## config.mk

```make
export PLATFORM = sky130hd
export DESIGN_NAME = core_mem_arbiter
export DESIGN_NICKNAME = d
export VERILOG_FILES = /design/src/rtl/core_mem_arbiter.sv
export SDC_FILE = /design/constraint.sdc
export NUM_CORES = 1
export LEC_CHECK = 0
export ABC_AREA = 1
export BUFFER_PORTS_ARGS = -buffer_cell sky130_fd_sc_hd__buf_2
export CAP_MARGIN = 40
export CORE_AREA = 2 2 107 109
export CTS_BUF_LIST = sky130_fd_sc_hd__clkbuf_4 sky130_fd_sc_hd__clkbuf_8 sky130_fd_sc_hd__clkbuf_16
export CTS_CLUSTER_DIAMETER = 100
export DETAILED_ROUTE_END_ITERATION = 8
export DIE_AREA = 0 0 109 111
export GPL_TIMING_DRIVEN = 0
export PLACE_DENSITY = 0.84
export SLEW_MARGIN = 20
export SYNTH_ARGS = -nofsm -noshare
export SYNTH_HDL_FRONTEND = slang
export SYNTH_SLANG_ARGS = --single-unit
```

## constraint.sdc

```tcl
create_clock -name clk -period 3.1 [get_ports clk]
set_input_delay 0.31 -clock clk [delete_from_list [all_inputs] [get_ports clk]]
set_output_delay 0.31 -clock clk [all_outputs]
set_load 0.02 [all_outputs]
```

## src/rtl/core_mem_arbiter.sv

```systemverilog
// Two-to-one arbiter sharing one external memory port between instruction fetch
// and data access: one outstanding transaction, round-robin, grant timeout.
module core_mem_arbiter #(
  parameter int unsigned GNT_TIMEOUT = 255
) (
  input  logic        clk,
  input  logic        reset,
  input  logic        if_req,
  input  logic [31:0] if_addr,
  output logic [31:0] inst,
  output logic        inst_stall,
  output logic        inst_access_fault,
  input  logic        req_mem,
  input  logic        wmem_o,
  input  logic [3:0]  wmask,
  input  logic [31:0] addr_o,
  input  logic [31:0] data_o,
  output logic [31:0] data_i,
  output logic        data_stall,
  output logic        data_err,
  output logic        mem_req,
  output logic        mem_we,
  output logic [31:0] mem_addr,
  output logic [31:0] mem_wdata,
  output logic [3:0]  mem_wmask,
  input  logic        mem_gnt,
  input  logic        mem_rvalid,
  input  logic [31:0] mem_rdata,
  input  logic        mem_err
);

  typedef enum logic [2:0] {IDLE, I_ADDR, I_RESP, D_ADDR, D_RESP} state_t;

  localparam logic [7:0] CNT_LAST = 8'(GNT_TIMEOUT - 1);

  state_t      state, state_nxt;
  logic        last_d, last_d_nxt;
  logic [7:0]  gnt_cnt, gnt_cnt_nxt;
  logic [31:0] cap_addr, cap_wdata;
  logic [3:0]  cap_wmask;
  logic        cap_we;
  logic        capture_i, capture_d;
  logic        inst_done, data_done;

  always_comb begin
    state_nxt         = state;
    last_d_nxt        = last_d;
    gnt_cnt_nxt       = gnt_cnt;
    capture_i         = 1'b0;
    capture_d         = 1'b0;
    inst_done         = 1'b0;
    data_done         = 1'b0;
    inst_access_fault = 1'b0;
    data_err          = 1'b0;
    mem_req           = 1'b0;
    case (state)
      IDLE: begin
        // On contention last_d selects fetch, otherwise data wins.
        if (if_req && (!req_mem || last_d)) begin
          capture_i   = 1'b1;
          state_nxt   = I_ADDR;
          last_d_nxt  = 1'b0;
          gnt_cnt_nxt = '0;
        end else if (req_mem) begin
          capture_d   = 1'b1;
          state_nxt   = D_ADDR;
          last_d_nxt  = 1'b1;
          gnt_cnt_nxt = '0;
        end
      end
      I_ADDR, D_ADDR: begin
        mem_req = 1'b1;
        if (mem_gnt) begin
          state_nxt   = (state == I_ADDR) ? I_RESP : D_RESP;
          gnt_cnt_nxt = '0;
        end else if (gnt_cnt == CNT_LAST) begin
          state_nxt   = IDLE;
          gnt_cnt_nxt = '0;
          if (state == I_ADDR) begin
            inst_done         = 1'b1;
            inst_access_fault = 1'b1;
          end else begin
            data_done = 1'b1;
            data_err  = 1'b1;
          end
        end else begin
          gnt_cnt_nxt = gnt_cnt + 8'd1;
        end
      end
      I_RESP: begin
        // A response for a PC the core has since left is dropped; IDLE refetches.
        if (mem_rvalid) begin
          state_nxt = IDLE;
          if (if_addr == cap_addr) begin
            inst_done         = 1'b1;
            inst_access_fault = mem_err;
          end
        end
      end
      D_RESP: begin
        if (mem_rvalid) begin
          state_nxt = IDLE;
          data_done = 1'b1;
          data_err  = mem_err;
        end
      end
      default: state_nxt = IDLE;
    endcase
  end

  always_ff @(posedge clk or posedge reset) begin
    if (reset) begin
      state     <= IDLE;
      last_d    <= 1'b0;
      gnt_cnt   <= '0;
      cap_addr  <= '0;
      cap_wdata <= '0;
      cap_wmask <= '0;
      cap_we    <= 1'b0;
    end else begin
      state   <= state_nxt;
      last_d  <= last_d_nxt;
      gnt_cnt <= gnt_cnt_nxt;
      if (capture_i) begin
        cap_addr  <= if_addr;
        cap_wdata <= '0;
        cap_wmask <= '1;
        cap_we    <= 1'b0;
      end else if (capture_d) begin
        cap_addr  <= addr_o;
        cap_wdata <= data_o;
        cap_wmask <= wmem_o ? wmask : 4'hF;
        cap_we    <= wmem_o;
      end
    end
  end

  assign mem_addr   = cap_addr;
  assign mem_wdata  = cap_wdata;
  assign mem_wmask  = cap_wmask;
  assign mem_we     = cap_we;
  assign inst       = mem_rdata;
  assign data_i     = mem_rdata;
  assign inst_stall = if_req & ~inst_done;
  assign data_stall = req_mem & ~data_done;

endmodule

```

==> flow_summary.json <==
{
  "synth_mux_area_share_pct": 0,
  "die_height_microns": 111,
  "worstSetupStartpoint": "state[2]",
  "crit_fanout": 4,
  "fin_util_pct": 59.8,
  "hold_ws_ns": 0.197,
  "cts-root-buf": "clkbuf_16",
  "critPathKind": "reg2out",
  "grt_pass1_vias": 4525,
  "drc_errors": 0,
  "dp.cells": 1013,
  "hold_class": "in2reg",
  "dp_hpwl_mm": 11.2,
  "setup_viol": 0,
  "synth_xor_area_share_pct": 1.09,
  "syn_nets": 766,
  "yosysMostFrequentCell": "nand2_1",
  "drtAntennaViolNets": 0,
  "synth_cells": 624,
  "port_buffers": 245,
  "rsz0062_at_grt": "no",
  "setup.worst_path.end_class": "output port",
  "period_needed_ns": 2.33,
  "insertedDiodeCount": 0,
  "synth-async-reset-ratio_pct": 100,
  "synth_commonest_cells": "nand2_1, dfrtp_1, inv_1",
  "cp_top_family": "simple AND/OR/NAND/NOR gates",
  "fin_setup_tns_ns": 0,
  "fin_crit_sh_pct": 75.0,
  "ir_drop_v": 0.000435,
  "avgSynthCellArea_sq_um": 7.70,
  "fp.dieW_microns": 109,
  "yosys.area_share.simple_pct": 25.6,
  "synth-edff-count": 0,
  "cts_num_sinks": 81,
  "layout.cells.non_filler": 1030,
  "viasPerCell": 4.76,
  "vias": 4906,
  "slowest_stage": "dfrtp_1",
  "wl_met1_mm": 5.79,
  "netlist_area_sq_mm": 0.00481,
  "overflow": 0,
  "dr.max_layer_used": "met4",
  "yosys_warnings": 0,
  "relSlewSlack_pct": 71.6,
  "yosysTopAreaCellShare_pct": 42.2,
  "yosysUniqueCellTypes": 38,
  "grt_max_degree": 50,
  "status": "complete, no violations",
  "ys_seq_elements": 81,
  "wl_met2_mm": 7.10,
  "finClkSkew_ns": 0.00843,
  "rows": 39,
  "r2r_start": "state[1]",
  "start_util_pct": 43.4,
  "drive_above_1_share_pct": 42.5,
  "worst_pin_slew_ns": 0.425,
  "synth_area_leader_cell": "dfrtp_1",
  "power_density_mw_per_mm2": 966,
  "area_delta_synth_final_pct": 37.7,
  "hold_path.startpoint": "data_o[1]",
  "dr.first_iter.drc_count": 399,
  "post_cts_resized": 0,
  "synth_ff_type": "dfrtp_1",
  "seq_area_frac_synth_pct": 42.2,
  "max-cap-violations": 0,
  "fmax_ghz": 0.430,
  "grt_antenna_before_repair": 0,
  "path_clk_slew_ns": 0.07,
  "cts_hold_repair.buffers": 1,
  "cts_made_buffers": 9,
  "h-tree-depth": 3,
  "dr_wl_met3_mm": 1.24,
  "cts_tree": "done",
  "ios": 278,
  "insertion_delay_ns": 0.33,
  "critPathBufInv": 1,
  "coreArea_sq_mm": 0.0111,
  "postCtsSetupBuffers": 0,
  "grt_pass1_wl_mm": 22.1,
  "p_leak_nw": 3.84,
  "clockBufferDepth": 2,
  "max_stage_delay_ns": 0.47,
  "drv_slew": 0,
  "hold_violations": 0,
  "wl_per_cell_microns": 14.0,
  "synth-adder-area-share_pct": 0.521,
  "arrival_ns": 2.02,
  "worstPathRequired_ns": 2.79,
  "cp-start-kind": "flop",
  "design.die.area_sq_mm": 0.0121,
  "gp_congestion": 0.871,
  "synth_compound_gate_area_share_pct": 10.7,
  "p_total_mw": 6.39,
  "synth_top_family_by_area": "simple AND/OR/NAND/NOR gates",
  "wl_mm": 14.4,
  "grt_usage_pct": 23.4,
  "crit_chain": "nor3_1 > nand2_1 > nor2_1 > nand2_1 > nor2_1 > nand3_1 > o21bai_1 > buf_2",
  "fin_nets": 1024,
  "first_pass_iters": 5,
  "synth.area.top_cells": "dfrtp_1, nand2_1, buf_4, inv_1, nand3_1"
}
## metal layers
metal  global-route usage [%]  up-vias
li1                         -     2422
met1                     29.1     2234
met2                     39.2      231
met3                     5.58       19
met4                     8.38        0
met5                        0        -
## registers in the layout (all words and copies together), names as in the netlist
signal / count
gnt_cnt: 8
last_d: 1
mem_addr: 32
mem_wdata: 32
mem_we: 1
mem_wmask: 4
state: 3
## where the power goes
group / switching (mW) / total (mW) / internal (mW)
combinational: 2.08 / 3.21 / 1.14
clock: 0.441 / 1.31 / 0.870
sequential: 0.341 / 1.87 / 1.52
## layout make-up
cell class                 instances  area (sq um)
clock inverter                     7           143
tap                              143           179
clock buffer                       9           225
sequential                        81          2030
inverter                          85           327
multi-input combinational        372          1820
buffer                            86           634
timing repair buffer             247          1260
fill                            1033          4460
## logic make-up after synthesis
| group | Yosys count |
|---|---|
| XOR/XNOR | 6 |
| AND/OR/NAND/NOR | 277 |
| buffers and inverters | 171 |
| flip-flops | 81 |
| AO/OA/AOI/OAI | 87 |
| adder cells (fa/ha/maj) | 2 |
## final timing paths
path / to / slack [ns] / depth (start not counted)
max in group asynchronous: mem_addr[23] / 1.97 / 4
max reg2reg: mem_addr[28] / 1.57 / 8
max: inst_access_fault / 0.77 / 8
min in group asynchronous: mem_wdata[12] / 0.53 / 3
min reg2reg: gnt_cnt[7] / 0.48 / 1
min: mem_wdata[1] / 0.20 / 3
## cells in the final DEF (no fill, tap or decap), types with 2 or more instances in the layout
master     synthesis  final
buf_6              3      3
nand2_4            3      3
o22ai_1           29     29
o21ai_1            8      8
clkbuf_16          0      9
o21ai_0           22     22
a21oi_1           18     18
nand3_1           40     40
nor3_1             4      4
o22a_1             5      5
buf_2             12    257
ha_1               2      2
dfrtp_1           81     81
inv_4              2      3
inv_2              7      7
nand2_1          158    158
nor2_1            51     51
inv_1             76     75
clkinv_4           0      2
bufinv_16          0      4
nand2_2            4      4
nand4_1            5      5
buf_4             70     70
xnor2_1            6      6
nand3_2            2      2
## worst register-to-register path: stages, from the launching register on
cell     delay (ns)
dfrtp_1        0.43
inv_2          0.10
nand2_4        0.07
nor2_8         0.10
nand2_4        0.09
inv_4          0.13
buf_2          0.30
o22ai_1        0.13
nor2_1         0.10
## through the flow
| step | setup WS (ns) | area, sq um |
|---|---|---|
| floorplan | 0.710 | 4810 |
| global placement | -0.426 | 6210 |
| detailed placement | 1.14 | 6240 |
| CTS | 0.785 | 6620 |
| global route | 0.680 | 6620 |
| finish | 0.774 | 6620 |
No activity file was read; power rests on OpenSTA's default activity.
